==> config.mk <==
export PLATFORM = sky130hd
export DESIGN_NAME = lap_timer
export DESIGN_NICKNAME = d
export VERILOG_FILES = /design/src/rtl/lap_timer_pkg.sv /design/src/rtl/lap_fifo.sv /design/src/rtl/lap_timer.sv
export SDC_FILE = /design/constraint.sdc
export NUM_CORES = 1
export LEC_CHECK = 0
export BUFFER_PORTS_ARGS = -buffer_cell sky130_fd_sc_hd__buf_2
export CAP_MARGIN = 20
export CORE_AREA = 2 2 160 123
export DETAILED_ROUTE_END_ITERATION = 16
export DIE_AREA = 0 0 162 125
export GPL_TIMING_DRIVEN = 1
export PLACE_DENSITY = 0.73
export RECOVER_POWER = 25
export SLEW_MARGIN = 20
export SYNTH_ARGS = -nofsm -noshare
export SYNTH_HDL_FRONTEND = slang
export SYNTH_SLANG_ARGS = --single-unit
==> constraint.sdc <==
create_clock -name clk -period 3.25 [get_ports clk]
set_input_delay 0.975 -clock clk [delete_from_list [all_inputs] [get_ports clk]]
set_output_delay 0.975 -clock clk [all_outputs]
set_load 0.02 [all_outputs]
==> src/rtl/lap_timer_pkg.sv <==
// Shared types for the lap timer: FSM state encoding and count-direction constants.
package lap_timer_pkg;

    typedef enum logic [1:0] {
        IDLE  = 2'd0,
        RUN   = 2'd1,
        PAUSE = 2'd2,
        DONE  = 2'd3
    } state_e;

    localparam logic MODE_UP   = 1'b0;
    localparam logic MODE_DOWN = 1'b1;

endpackage

==> src/rtl/lap_fifo.sv <==
// Synchronous first-word-fall-through circular buffer with occupancy count and clear.
module lap_fifo #(
    parameter int WIDTH = 32,
    parameter int DEPTH = 4
) (
    input  logic                       clk,
    input  logic                       rst,
    input  logic                       clear,
    input  logic                       push,
    input  logic                       pop,
    input  logic [WIDTH-1:0]           din,
    output logic [WIDTH-1:0]           head,
    output logic                       valid,
    output logic                       full,
    output logic [$clog2(DEPTH+1)-1:0] count
);

    localparam int CNT_W = $clog2(DEPTH + 1);
    localparam int PTR_W = (DEPTH > 1) ? $clog2(DEPTH) : 1;

    logic [WIDTH-1:0] mem [DEPTH];
    logic [PTR_W-1:0] rd_ptr;
    logic [PTR_W-1:0] wr_ptr;
    logic             do_push;
    logic             do_pop;

    function automatic logic [PTR_W-1:0] bump(input logic [PTR_W-1:0] p);
        return (p == PTR_W'(DEPTH - 1)) ? '0 : p + 1'b1;
    endfunction

    assign valid   = (count != '0);
    assign full    = (count == CNT_W'(DEPTH));
    assign do_pop  = pop && valid;
    // A full buffer still accepts a write when the head leaves in the same cycle.
    assign do_push = push && (!full || do_pop);
    assign head    = valid ? mem[rd_ptr] : '0;

    always_ff @(posedge clk) begin
        if (rst || clear) begin
            rd_ptr <= '0;
            wr_ptr <= '0;
            count  <= '0;
        end else begin
            if (do_push) wr_ptr <= bump(wr_ptr);
            if (do_pop)  rd_ptr <= bump(rd_ptr);
            if (do_push && !do_pop)
                count <= count + 1'b1;
            else if (do_pop && !do_push)
                count <= count - 1'b1;
        end
    end

    always_ff @(posedge clk) begin
        if (do_push && !(rst || clear))
            mem[wr_ptr] <= din;
    end

endmodule

==> src/rtl/lap_timer.sv <==
// Stopwatch/countdown timer: exact-period tick prescaler, run/pause/done FSM and lap capture buffer.
import lap_timer_pkg::*;

module lap_timer #(
    parameter int CLK_DIV   = 100_000_000,
    parameter int TIME_W    = 32,
    parameter int LAP_DEPTH = 4
) (
    input  logic                           clk,
    input  logic                           rst,
    input  logic                           start,
    input  logic                           stop,
    input  logic                           clear,
    input  logic                           mode,
    input  logic                           load,
    input  logic [TIME_W-1:0]              load_value,
    input  logic                           lap,
    input  logic                           lap_rd,
    output logic [TIME_W-1:0]              elapsed,
    output logic                           running,
    output logic                           tick,
    output logic                           expired,
    output logic [TIME_W-1:0]              lap_time,
    output logic                           lap_valid,
    output logic [$clog2(LAP_DEPTH+1)-1:0] lap_count,
    output logic                           lap_overflow
);

    localparam int PS_W = $clog2(CLK_DIV);

    state_e           state;
    state_e           state_nxt;
    logic [PS_W-1:0]  prescaler;
    logic             mode_q;
    logic             wrap;
    logic             start_ok;
    logic             lap_push;
    logic             lap_full;

    always_comb begin
        wrap     = (prescaler == PS_W'(CLK_DIV - 1));
        // Abort sources and stop take the cycle, so a coincident wrap never ticks.
        tick     = (state == RUN) && wrap && !rst && !clear && !load && !stop;
        expired  = tick && (mode_q == MODE_DOWN) && (elapsed == TIME_W'(1));
        start_ok = start && ((state == IDLE) || (state == PAUSE)) &&
                   !((mode == MODE_DOWN) && (elapsed == '0));
        lap_push = lap && ((state == RUN) || (state == PAUSE)) && !clear;
        running  = (state == RUN);

        state_nxt = state;
        if (clear || load)
            state_nxt = IDLE;
        else if (stop)
            state_nxt = (state == RUN) ? PAUSE : state;
        else if (start_ok)
            state_nxt = RUN;
        else if (expired)
            state_nxt = DONE;
    end

    always_ff @(posedge clk) begin
        if (rst) begin
            state     <= IDLE;
            prescaler <= '0;
            elapsed   <= '0;
            mode_q    <= MODE_UP;
        end else begin
            state <= state_nxt;
            if (clear) begin
                elapsed   <= '0;
                prescaler <= '0;
            end else if (load) begin
                elapsed   <= load_value;
                prescaler <= '0;
            end else if (stop) begin
                // Pause keeps the prescaler so resume continues the partial tick.
            end else if (start_ok) begin
                mode_q <= mode;
            end else if (state == RUN) begin
                prescaler <= wrap ? '0 : prescaler + 1'b1;
                if (wrap)
                    elapsed <= (mode_q == MODE_DOWN) ? elapsed - 1'b1 : elapsed + 1'b1;
            end
        end
    end

    always_ff @(posedge clk) begin
        if (rst || clear)
            lap_overflow <= 1'b0;
        else if (lap_push && lap_full && !lap_rd)
            lap_overflow <= 1'b1;
    end

    lap_fifo #(
        .WIDTH (TIME_W),
        .DEPTH (LAP_DEPTH)
    ) u_laps (
        .clk   (clk),
        .rst   (rst),
        .clear (clear),
        .push  (lap_push),
        .pop   (lap_rd),
        .din   (elapsed),
        .head  (lap_time),
        .valid (lap_valid),
        .full  (lap_full),
        .count (lap_count)
    );

endmodule

==> impl_metrics.toml <==
[worst_hold_path]
hp-class = "reg -> reg"
whs_path_depth = 2
min-delay-start = "lap_overflow$_SDFFE_PP0P_"
hold_end = "lap_overflow$_SDFFE_PP0P_"

[timing]
report.final.slew_viol_count = 0
relSlewSlack_pct = 56.8
fin_crit_sh_pct = 95.9
layout_setup_ws_ns = 0.132
period_needed_ns = 3.12
hold_viol_final = 0
worst_pin_slew_ns = 0.642
max_freq_ghz = 0.321
setup_viol = 0
skew_ns = 0.0179

[worst_setup_path]
r2r-start = "elapsed[8]$_SDFFE_PP0P_"
critPathKind = "reg -> out"
r2r-end = "elapsed[31]$_SDFFE_PP0P_"
r2r_cells = 8
r2r_setup_slack_ns = 0.33
cp_max_fo = 4
cp.required_ns = 2.27
worstPathArrival_ns = 2.14
end_kind = "output port"
cp-start-kind = "flip-flop"

[run_status]
outcome = "finished, final reports clean"

[yosys]
synth_edf_count = 128
synth_nets = 813
synth_cell_type_count = 55
synth.area.top_cells = "edfxtp_1, dfxtp_1, mux4_2"
yosysSeqAreaShare_pct = 57.6
yosysTopAreaCell = "edfxtp_1"
yosys.area.top_type_share_pct = 41.9
async_flop_share_pct = 0
synth_cells = 757
ys_seq_elements = 200
syn_area_per_cell_um2 = 12.1
synth.cell_area_um2 = 9180
synthFlopType = "edfxtp_1"
ys_warn_count = 0

[global_route]
gr-total-overflow = 0
globalRouteMet3Util_pct = 5.11
grt_pass1_wl_mm = 34.1
grt.total_usage_pct = 21.9
grtUsageMet2_pct = 34.8
use_met1_pct = 30.2
top_usage_layer = "met2"
grt_pass1_vias = 6327
grt_max_degree = 64
antenna_found_initial = 2

[final_layout]
multiInputGateArea_um2 = 3720
nets = 952
area_growth_pct = 18.4
drive_above_1_share_pct = 25.2
register_area_um2 = 5290
fillCellCount = 1567
utilization_pct = 57.7

[placement]
place_ws_ns = 0.267
port_buffers = 112
gp_congestion = 0.892
dp_hpwl_mm = 14.6

[cts]
ctsHtreeMaxLevel = 4
cts_tree = "yes"
numCtsBuffers = 17
clock_latency_ns = 0.45
cts_max_path_buffers = 2
clkTransAtPathRegs_ns = 0.08
cts-root-buf = "clkbuf_16"
clock-sinks = 200
cts-hold-fix-buffers = 0

[run]
maxCapViolCount = 0

[detailed_routing]
wire_per_inst_um = 18.7
initialDrtViolationCount = 578
ant_nets = 0
drc = 0
num_vias = 6600
via_per_inst = 5.67
dr.pass1.iters = 6
wirelength_mm = 21.8

[die]
core-area_um2 = 18800
dieArea_um2 = 20300
die_h_um = 125
die_w_um = 162
top_level_ports = 113
initial_core_util_pct = 48.7
row_count = 44

[power]
leakage_nw = 3.68
peakVddDrop_v = 0.000299
powerDensity_nw_per_um2 = 468
-- how the worst max path moves through the flow --
| stage | from | to | slack, ns | cells after the start |
|---|---|---|---|---|
| finish | prescaler[1]$_SDFFE_PP0P_ | expired | 0.13 | 7 |
| global route | prescaler[1]$_SDFFE_PP0P_ | expired | -0.003 | 7 |
| CTS | elapsed[24]$_SDFFE_PP0P_ | expired | 0.03 | 5 |
| detailed placement | lap_rd | u_laps.count[2]$_SDFFE_PP0P_ | 0.27 | 9 |
| global placement | lap_rd | u_laps.count[2]$_SDFFE_PP0P_ | 0.33 | 9 |
| floorplan | clear | expired | 0.11 | 4 |
-- per-stage QoR --
stage	total power [mW]	hold slack [ns]	TNS [ns]	area, um2	instances
final	5.08	0.487	0	10900	1164
after global routing	5.24	0.526	-0.00335	10900	1164
after CTS	5.12	0.474	0	10900	1161
after detailed placement	3.08	0.455	0	10300	1128
after global placement	3.08	0.453	0	10300	1128
after floorplan	2.95	0.449	0	9180	757
-- synthesized netlist by cell type, types with 2 or more instances --
library cell,instances
mux4_2,32
buf_2,6
a31oi_1,6
dfxtp_1,72
nor4_2,4
and3_1,13
or3_1,11
nor2b_1,2
a21oi_1,55
o21bai_1,2
nor4b_1,3
nor4_1,18
and4_1,4
nand3_1,22
xor2_1,23
nor3b_1,3
nand2b_1,7
nor3_1,22
and4b_1,2
nor2_1,59
clkbuf_1,33
and2_1,40
o21ai_0,41
or4b_2,2
xnor2_1,29
o22ai_1,2
o22a_1,2
o21ai_1,2
mux2i_1,6
nand4_1,24
edfxtp_1,128
inv_1,13
nand4b_1,3
o32ai_1,2
or2_2,2
ha_1,14
nand2_1,29
a22oi_1,2
-- area by class of cell --
type / count / area share (%)
antenna: 2 / 0.0461
clock buffer: 17 / 3.92
clock inverter: 15 / 1.41
inverter: 14 / 0.484
multi-input combinational: 503 / 34.3
sequential: 200 / 48.7
tap: 253 / 2.91
timing repair buffer: 160 / 8.28
-- metal layers --
metal	vias to the layer above	part of all wire [%]
met4	0	1.2
li1	3124	-
met3	27	6.5
met2	217	47
met5	-	0
met1	3232	45
-- timing repair --
item	4_1_cts	5_1_grt
pin swaps	1	2
resized for setup	1	6
endpoints found under the setup margin	1	1
gates cloned	0	0
buffers inserted	1	1
-- critical path, stage by stage (launching register included) --
cell     delay (ns)
dfxtp_1        0.39
ha_1           0.20
nand4_1        0.12
nor3_1         0.19
nand4_1        0.19
nor3_2         0.18
and4_4         0.26
buf_2          0.16
-- cell families after synthesis --
logic type | Yosys count | synth area share, %
fa+ha+maj | 15 | 2.13
compound gates | 120 | 7.36
mux | 38 | 8.51
simple gates | 278 | 17.1
buf+inv | 54 | 2.29
xor+xnor | 52 | 4.96
flops | 200 | 57.6
-- power by group --
part	switching (mW)	internal [mW]
Sequential	0.0311	2.71
Combinational	0.183	0.102
Clock	1.03	1.02
-- sequential cells by signal, summed over array words and instances, names as in the netlist, named ones only --
register / count
u_laps.wr_ptr: 2
u_laps.count: 3
u_laps.mem: 128
prescaler: 27
elapsed: 32
state: 2
mode_q: 1
lap_overflow: 1
u_laps.rd_ptr: 2
-- placed cells by master (no fill, tap or decap), types with 29 or more instances in the layout --
cell type and n:
mux4_2 32, edfxtp_1 128, nor2_1 58, o21ai_0 41
a21oi_1 55, xnor2_1 29, and2_1 40, buf_2 112
dfxtp_1 69, nand2_1 29
Power figures use the tool's default switching activity.
